<file path="config.mk">
export PLATFORM = sky130hd
export DESIGN_NAME = fir_tap_loader
export DESIGN_NICKNAME = d
export VERILOG_FILES = /design/src/rtl/fir_tap_loader.sv
export SDC_FILE = /design/constraint.sdc
export NUM_CORES = 1
export LEC_CHECK = 0
export CAP_MARGIN = 20
export CORE_MARGIN = 10
export CORE_UTILIZATION = 35
export DETAILED_ROUTE_END_ITERATION = 10
export GPL_TIMING_DRIVEN = 0
export SLEW_MARGIN = 10
export SYNTH_ARGS = -nofsm -noshare
export SYNTH_HDL_FRONTEND = slang
export SYNTH_SLANG_ARGS = --single-unit
</file>
<file path="constraint.sdc">
create_clock -name clk -period 4.3 [get_ports clk]
set_clock_uncertainty 0.2 [all_clocks]
set_input_delay 0.43 -clock clk [delete_from_list [all_inputs] [get_ports clk]]
set_output_delay 0.43 -clock clk [all_outputs]
set_load 0.01 [all_outputs]
</file>
<file path="src/rtl/fir_tap_loader.sv">
// fir_tap_loader
//   Shadow coefficient RAM plus load controller for the configurable FIR's
//   tap programming port. Taps are written into the shadow RAM while idle.
//   A load_start pulse disables the FIR for two cycles, re-enables it, then
//   streams all T taps (k = 0..T-1) over a valid/ready handshake and waits
//   for the FIR's completion flag. A stall watchdog aborts the load.
//
// Ports
//   clk, reset             : clock, asynchronous active-high reset
//   coef_wr_addr/data/valid: shadow RAM write request
//   coef_wr_ready          : high in IDLE only (state decode)
//   load_start             : request to (re)program the FIR, IDLE only
//   busy / done / error    : load in progress / success pulse / sticky timeout
//   fir_enable             : FIR enable line
//   tap_dout/_valid/_ready : tap stream to the FIR
//   tap_dout_done          : FIR reports all taps received
module fir_tap_loader #(
  parameter int unsigned G_NUM_STAGES_LOG2  = 2,
  parameter int unsigned G_STAGE_DEPTH_LOG2 = 2,
  parameter int unsigned G_TAP_WIDTH        = 16,
  parameter int unsigned G_TIMEOUT          = 1024
) (
  input  logic                                           clk,
  input  logic                                           reset,
  input  logic [G_NUM_STAGES_LOG2+G_STAGE_DEPTH_LOG2-1:0] coef_wr_addr,
  input  logic [G_TAP_WIDTH-1:0]                         coef_wr_data,
  input  logic                                           coef_wr_valid,
  output logic                                           coef_wr_ready,
  input  logic                                           load_start,
  output logic                                           busy,
  output logic                                           done,
  output logic                                           error,
  output logic                                           fir_enable,
  output logic [G_TAP_WIDTH-1:0]                         tap_dout,
  output logic                                           tap_dout_valid,
  input  logic                                           tap_dout_ready,
  input  logic                                           tap_dout_done
);

  localparam int unsigned A  = G_NUM_STAGES_LOG2 + G_STAGE_DEPTH_LOG2;
  localparam int unsigned T  = 1 << A;
  localparam int unsigned TW = $clog2(G_TIMEOUT + 1);

  typedef enum logic [1:0] {
    S_IDLE,
    S_DISABLE,
    S_STREAM,
    S_WAIT_DONE
  } state_t;

  state_t                 state_q, state_d;
  logic [A-1:0]           k_q, k_d;
  logic                   dis_q, dis_d;
  logic [TW-1:0]          tmo_q, tmo_d;
  logic                   busy_q, busy_d;
  logic                   done_q, done_d;
  logic                   error_q, error_d;
  logic                   en_q, en_d;
  logic                   valid_q, valid_d;
  logic [G_TAP_WIDTH-1:0] dout_q, dout_d;
  logic                   timeout;

  logic [G_TAP_WIDTH-1:0] ram_q [T];

  assign coef_wr_ready  = (state_q == S_IDLE);
  assign busy           = busy_q;
  assign done           = done_q;
  assign error          = error_q;
  assign fir_enable     = en_q;
  assign tap_dout       = dout_q;
  assign tap_dout_valid = valid_q;

  // Shadow RAM: no reset, contents survive reset and aborted loads.
  always_ff @(posedge clk) begin
    if (coef_wr_valid && (state_q == S_IDLE)) begin
      ram_q[coef_wr_addr] <= coef_wr_data;
    end
  end

  always_comb begin
    state_d = state_q;
    k_d     = k_q;
    dis_d   = dis_q;
    tmo_d   = tmo_q;
    busy_d  = busy_q;
    done_d  = 1'b0;
    error_d = error_q;
    en_d    = en_q;
    valid_d = valid_q;
    dout_d  = dout_q;
    timeout = 1'b0;

    unique case (state_q)
      S_IDLE: begin
        if (load_start) begin
          state_d = S_DISABLE;
          busy_d  = 1'b1;
          en_d    = 1'b0;
          error_d = 1'b0;
          k_d     = '0;
          dis_d   = 1'b0;
          tmo_d   = '0;
        end
      end

      S_DISABLE: begin
        en_d = 1'b0;
        if (!dis_q) begin
          dis_d = 1'b1;
        end else begin
          // Second disable cycle: read of tap 0 lands in the output register.
          state_d = S_STREAM;
          dis_d   = 1'b0;
          en_d    = 1'b1;
          valid_d = 1'b1;
          dout_d  = ram_q[k_q];
          tmo_d   = '0;
        end
      end

      S_STREAM: begin
        if (valid_q && tap_dout_ready) begin
          tmo_d = '0;
          if (k_q == A'(T - 1)) begin
            valid_d = 1'b0;
            state_d = S_WAIT_DONE;
          end else begin
            // Next tap is read straight into the output register on the
            // accepting edge, so back-to-back beats have no bubble.
            k_d    = k_q + A'(1);
            dout_d = ram_q[k_q + A'(1)];
          end
        end else begin
          timeout = (tmo_q == TW'(G_TIMEOUT - 1));
          tmo_d   = tmo_q + TW'(1);
        end
      end

      S_WAIT_DONE: begin
        if (tap_dout_done) begin
          done_d  = 1'b1;
          busy_d  = 1'b0;
          state_d = S_IDLE;
        end else begin
          timeout = (tmo_q == TW'(G_TIMEOUT - 1));
          tmo_d   = tmo_q + TW'(1);
        end
      end

      default: state_d = S_IDLE;
    endcase

    if (timeout) begin
      error_d = 1'b1;
      en_d    = 1'b0;
      valid_d = 1'b0;
      busy_d  = 1'b0;
      tmo_d   = '0;
      state_d = S_IDLE;
    end
  end

  always_ff @(posedge clk or posedge reset) begin
    if (reset) begin
      state_q <= S_IDLE;
      k_q     <= '0;
      dis_q   <= 1'b0;
      tmo_q   <= '0;
      busy_q  <= 1'b0;
      done_q  <= 1'b0;
      error_q <= 1'b0;
      en_q    <= 1'b0;
      valid_q <= 1'b0;
      dout_q  <= '0;
    end else begin
      state_q <= state_d;
      k_q     <= k_d;
      dis_q   <= dis_d;
      tmo_q   <= tmo_d;
      busy_q  <= busy_d;
      done_q  <= done_d;
      error_q <= error_d;
      en_q    <= en_d;
      valid_q <= valid_d;
      dout_q  <= dout_d;
    end
  end

endmodule

</file>
## Word-level counts from Yosys, hierarchy flattened

Memories as Yosys holds them, arrays and structs flattened.
Cells that the tools add are included.

| word-level totals | value |
|---|---|
| output and inout port bits | 22 |
| ROM bits | 0 |
| input port bits | 26 |
| bits in writable memories | 256 |
| latch bits | 0 |
| logic and storage cells | 93 |
| register bits | 39 |
| memories kept | 1 |

| operators by class | value |
|---|---|
| $mul | 0 |
| order comparisons | 0 |
| bitwise logic cells | 0 |
| multiplexer cells | 45 |
| div/mod/pow operators | 0 |
| reduce and logical (&&, ||, !) cells | 20 |
| add/sub/neg operators | 2 |
| equal/unequal tests | 15 |
| shift operators | 0 |

Memories:

| memory | depth | bits a word | read ports | clocked after memory_dff | write ports | line | source |
|---|---|---|---|---|---|---|---|
| ram_q | 16 | 16 | 2 | 0 | 1 | 63 | `logic [G_TAP_WIDTH-1:0] ram_q [T];` |

Operator list:

| cell | number |
|---|---|
| 11-bit 2-to-1 mux | 5 |
| 16-bit 2-to-1 mux | 3 |
| 11-bit case mux with 4 select lines | 1 |
| 16-bit case mux with 2 select lines | 1 |
| 1-bit 2-to-1 mux | 19 |
| 3-bit != test, second input constant | 5 |
| 2-bit 2-to-1 mux | 6 |
| 4-bit 2-to-1 mux | 3 |
| 4-bit AND reduction | 3 |
| 11-bit by 1-bit adder with 11-bit output, second input constant | 1 |
| 11-bit by 10-bit equality test with 1-bit output, second input constant | 1 |
| 1-bit case mux with 2 select lines | 5 |
| 2-bit nonzero test | 5 |
| 3-bit nonzero test | 3 |
| 2-bit case mux with 4 select lines | 1 |
| 4-bit case mux with 2 select lines | 1 |
| 2-bit != test, second input constant | 3 |
| 2-bit AND reduction | 3 |
| 3-bit AND reduction | 2 |
| 5-bit AND reduction | 1 |
| 4-bit by 1-bit adder with 4-bit output, second input constant | 1 |
| 2-bit equality test, second input constant | 2 |
| 4-bit equality test, second input constant | 1 |
| 3-bit by 1-bit != test with 1-bit output, second input constant | 1 |
| 4 further kinds | 5 |

## Logic depth before layout (Yosys ltp)

| depth | value |
|---|---|
| word-level depth | 5 |
| depth in mapped cells | 10 |
| gate-level depth less buffers | 7 |

## Worst setup path before layout

OpenSTA, ideal clock, no wires.

| timing path | value |
|---|---|
| path type | register to register |
| start | reg state_q[0] |
| end | mem ram_q[0][0] (enable) |
| path slack | 1.072 ns |
| data arrival time | 2.619 ns |
| buffers on the path | 1 |
| stages on the path, launching flop included | 7 |
| clock period less this slack | 3.228 ns |
| cell sequence | dfrtp_1 -> inv_1 -> ha_1 -> clkbuf_1 -> nand2_1 -> or3_1 -> nor3_1 |

| between the ends | value |
|---|---|
| longest elaborated chain between the ends | 4 |

Ends and longest elaborated chain:

| what | line | source |
|---|---|---|
| from (decl) | 51 | `state_t state_q, state_d;` |
| from (signal assigned) | 176 | `state_q <= state_d;` |
| 2-bit logical NOT | -- |  |
| net coef_wr_ready | 28 | `output logic coef_wr_ready,` |
| 1-bit logical AND | 75 | `if (coef_wr_valid && (state_q == S_IDLE)) begin` |
| 1-bit 2-to-1 mux | 75 |  |
| 1-bit 2-to-1 mux (implied by the code) | 76 | `ram_q[coef_wr_addr] <= coef_wr_data;` |
| to (decl) | 63 |  |

The timed path passes the listed nets, and every way through them passes these cells.

## Worst setup path after layout

| timing path | value |
|---|---|
| start | reg state_q[0] |
| end | mem ram_q[8][1] (enable) |

| between the ends | value |
|---|---|
| longest elaborated chain between the ends | 4 |

Ends and longest elaborated chain:

| what | line |
|---|---|
| 2-bit logical NOT | 75 |
| 1-bit logical AND | 75 |
| 1-bit 2-to-1 mux | 75 |
| 1-bit 2-to-1 mux (implied by the code) | 76 |

No other way between the ends.

==> summary.md <==
| Metric | Value |
|---|---|
| Clock slew at reported path FFs | 60 ps |
| Delay-heaviest family, CP | simple AND/OR/NAND/NOR gates |
| Share of cells above drive strength 1 | 17.40% |
| Worst Path Max Fanout | 10 |
| CTS tree | yes |
| Main combinational cell family by area after synthesis | multiplexers |
| Met2 WL post-DR | 18490 um |
| # IOs | 48 |
| CP most frequent cell | nand2_1 |
| First-pass GRT wire length | 58460 um |
| Tot Pwr | 10.52 mW |
| Least-Margin Pin Slew | 952.8 ps |
| Post-CTS Resized | 0 |
| Status | complete, no violations |
| Post-route cell area | 16620 um2 |
| DP Wirelength | 27070 um |
| GRT Util Overall | 16.12% |
| CTS Buf Count | 31 |
| Via count of the first global-routing pass | 9113 |
| Synth Area in XOR/XNOR | 0.2486% |
| Clock Sinks | 295 |
| Cells after synthesis | 950 |
| Nature of the critical path endpoint | register |
| Seq/Total Area, Yosys | 61.49% |
| Min-Delay Path Class | reg2reg |
| Simple-Gate Fraction of Synth Area | 6.047% |
| Post-synthesis compound-gate area fraction | 8.489% |
| Multi-input gate area | 5062 um2 |
| Detailed route wirelength on metal3 | 3480 um |
| Fillcell total | 3603 |
| Vias | 9122 |
| Number of buffers and inverters on the critical path | 3 |
| Slew headroom | 35.81% |
| Die Footprint | 48680 um2 |
| Root Buffer | clkbuf_16 |
| Top Metal Used | met5 |
| Max-cap viol count | 0 |
| DRC viols | 0 |
| Ys Warns | 0 |
| Nets@finish | 1084 |
| Peak VDD IR | 0.3293 mV |
| Slowest CP cell | nor3_2 |
| Multiplexer share of the synthesized area | 20.13% |
| Die Span Y | 220.6 um |
| Pin count of the biggest net entering global routing | 32 |
| Adder-Cell Fraction of Synth Area | 0.6216% |
| Most frequent cells after synthesis | edfxtp_1, mux2i_1, a22oi_1, nand2_1, nor2_1 |
| CTS H-Tree Depth | 1 |
| Most common cell in the synthesized netlist | edfxtp_1 |
| WP data arrival | 3290 ps |
| Starting DRC count in detailed routing | 901 |
| Setup TNS | 0 ps |
| Die width | 220.6 um |
| Postcts setup bufs | 0 |
| Gr ovfl total | 0 |
| Register Area | 8663 um2 |
| Max Fclk | 0.3096 GHz |
| WL met1 | 16710 um |
| Leak | 5.575 nW |
| Hold Fails Final Rpt | 0 |
| Post-Route WL | 39600 um |
| Syn nets | 983 |
| Share of flip-flops with an asynchronous set or reset | 13.22% |
| Worst-path cell chain | inv_1 -> ha_1 -> clkbuf_1 -> nand2_1 -> nor2_1 -> nand2_1 -> nor3_2 -> buf_4 |
| Crit path required time | 4360 ps |
| Share of the synthesized area in the top cell type | 54.56% |
| Gp weighted congestion | 0.8470 |
| Setup violations, final | 0 |
| CP max stage delay | 670 ps |
| Rows | 73 |
| RSZ-0062 raised after global routing | false |
| PwrDens | 633.0 nW/um2 |
| ANT nets after route | 0 |
| P&R area growth vs syn | 17.93% |
| Synthesized area per cell | 14.83 um2 |
| Setup CP Type | reg2reg |
| Vias/cell | 5.701 |
| DRT Pass-1 Iters | 8 |
| Hold buffer count at CTS | 1 |
| Core Box Area | 39730 um2 |
| Area contributors post-synth | edfxtp_1, mux2i_1, dfrtp_1 |
| Netlist cell types | 53 |
| EDFF count, synth | 256 |
| Yosys reg bits | 295 |
| Final period util | 75.11% |
| Ant diodes | 0 |
| Wire per inst | 24.75 um |
| IO Port Bufs | 47 |
| Placed Area | 15530 um2 |
| Syn Std Cell Area | 14090 um2 |
| Maximum root-to-sink buffer count | 3 |
| Max-slew violation count | 0 |
| Cell accounting for the most synthesized area | edfxtp_1 |
| Starting Density | 35.46% |
| Startpoint types | register |
| Worst skew pair latency | 570 ps |
| Post-synth top flop | edfxtp_1 |
| Initial antenna violation count | 1 |
| Minimum clock period | 3230 ps |
cells by family (layout without fill, tap and decap cells):
family | after synthesis | in the layout
flops | 295 | 295
fa+ha+maj | 7 | 7
buf+inv | 74 | 199
compound gates | 170 | 170
mux | 217 | 217
simple gates | 183 | 183
xor+xnor | 4 | 4
path summary, 6_finish.rpt:
kind                       startpoint      endpoint  slack [ps]  depth (start not counted)
setup reg to reg           state_q[0]   ram_q[8][1]        1070                          8
max in group asynchronous       reset   tap_dout[4]        2840                          4
hold / removal                  error         error         290                          2
hold reg to reg                 error         error         290                          2
min in group asynchronous       reset  tap_dout[10]         540                          3
setup / recovery           state_q[0]   ram_q[8][1]        1070                          8
power by group:
group / internal, mW / switching (mW)
Clock: 1.71 / 1.11
Sequential: 3.29 / 0.125
Combinational: 1.79 / 2.49
stage by stage:
stage | instances | util, % | hold slack [ps] | worst slack, ps
2_1_floorplan | 950 | - | 260.4 | 1072
3_3_place_gp | 1522 | 38.30 | 268.5 | -734.3
3_5_place_dp | 1542 | 39.09 | 278.3 | 1108
4_1_cts | 1600 | 41.82 | 286.3 | 1105
5_1_grt | 1600 | 41.82 | 312.9 | 923.6
6_report | 1600 | 41.82 | 286.9 | 1070
registers in the layout (all words and copies together) (netlist names), 2 cells and up:
register and cells:
k_q 4, state_q 2, tap_dout 16, tmo_q 11, ram_q 256
layout make-up:
cell class | instances | area share, %
buffer | 65 | 2.319
clock inverter | 21 | 1.574
clock buffer | 36 | 4.902
inverter | 9 | 0.2033
sequential | 295 | 52.14
multi-input combinational | 581 | 30.47
timing repair buffer | 68 | 4.443
tap | 525 | 3.953
routing by layer:
layer  GRT usage [%]  vias to the layer above
met3           3.796                       70
met5               0                        -
met1           21.62                     4651
li1                -                     4015
met2           25.60                      384
met4           4.693                        2
cells in the final DEF, fill, tap and decap left out, types with 4 or more instances in the layout:
cell	Yosys	routed
nor3_2	0	4
and3_1	10	10
mux2_2	4	4
clkbuf_1	12	15
bufinv_16	0	6
a22oi_1	76	76
buf_2	34	34
clkdlybuf4s50_1	0	47
mux4_1	9	9
nand2b_1	5	5
buf_4	13	18
o21ai_0	14	14
dfrtp_1	39	39
a32o_1	7	7
clkinv_2	0	6
nand2_1	59	59
ha_1	7	7
nand3b_1	4	4
buf_6	2	8
nand3_1	26	26
inv_1	8	7
clkinv_1	0	5
edfxtp_1	256	256
a2111oi_0	4	4
a21oi_1	26	26
buf_8	0	7
nor2_2	0	11
a41oi_1	7	7
nor2b_1	7	7
nor2_1	49	37
mux2i_1	163	163
clkbuf_16	0	31
o211ai_1	4	4
a31oi_1	17	17
and2_1	6	6
mux4_2	41	41
worst reg2reg max path: stages (launching register included):
cell and delay [ps]:
dfrtp_1 410, inv_1 160, ha_1 200, clkbuf_1 510, nand2_1 140, nor2_1 120
nand2_1 180, nor3_2 670, buf_4 340
(Power assumes the default switching activity.)
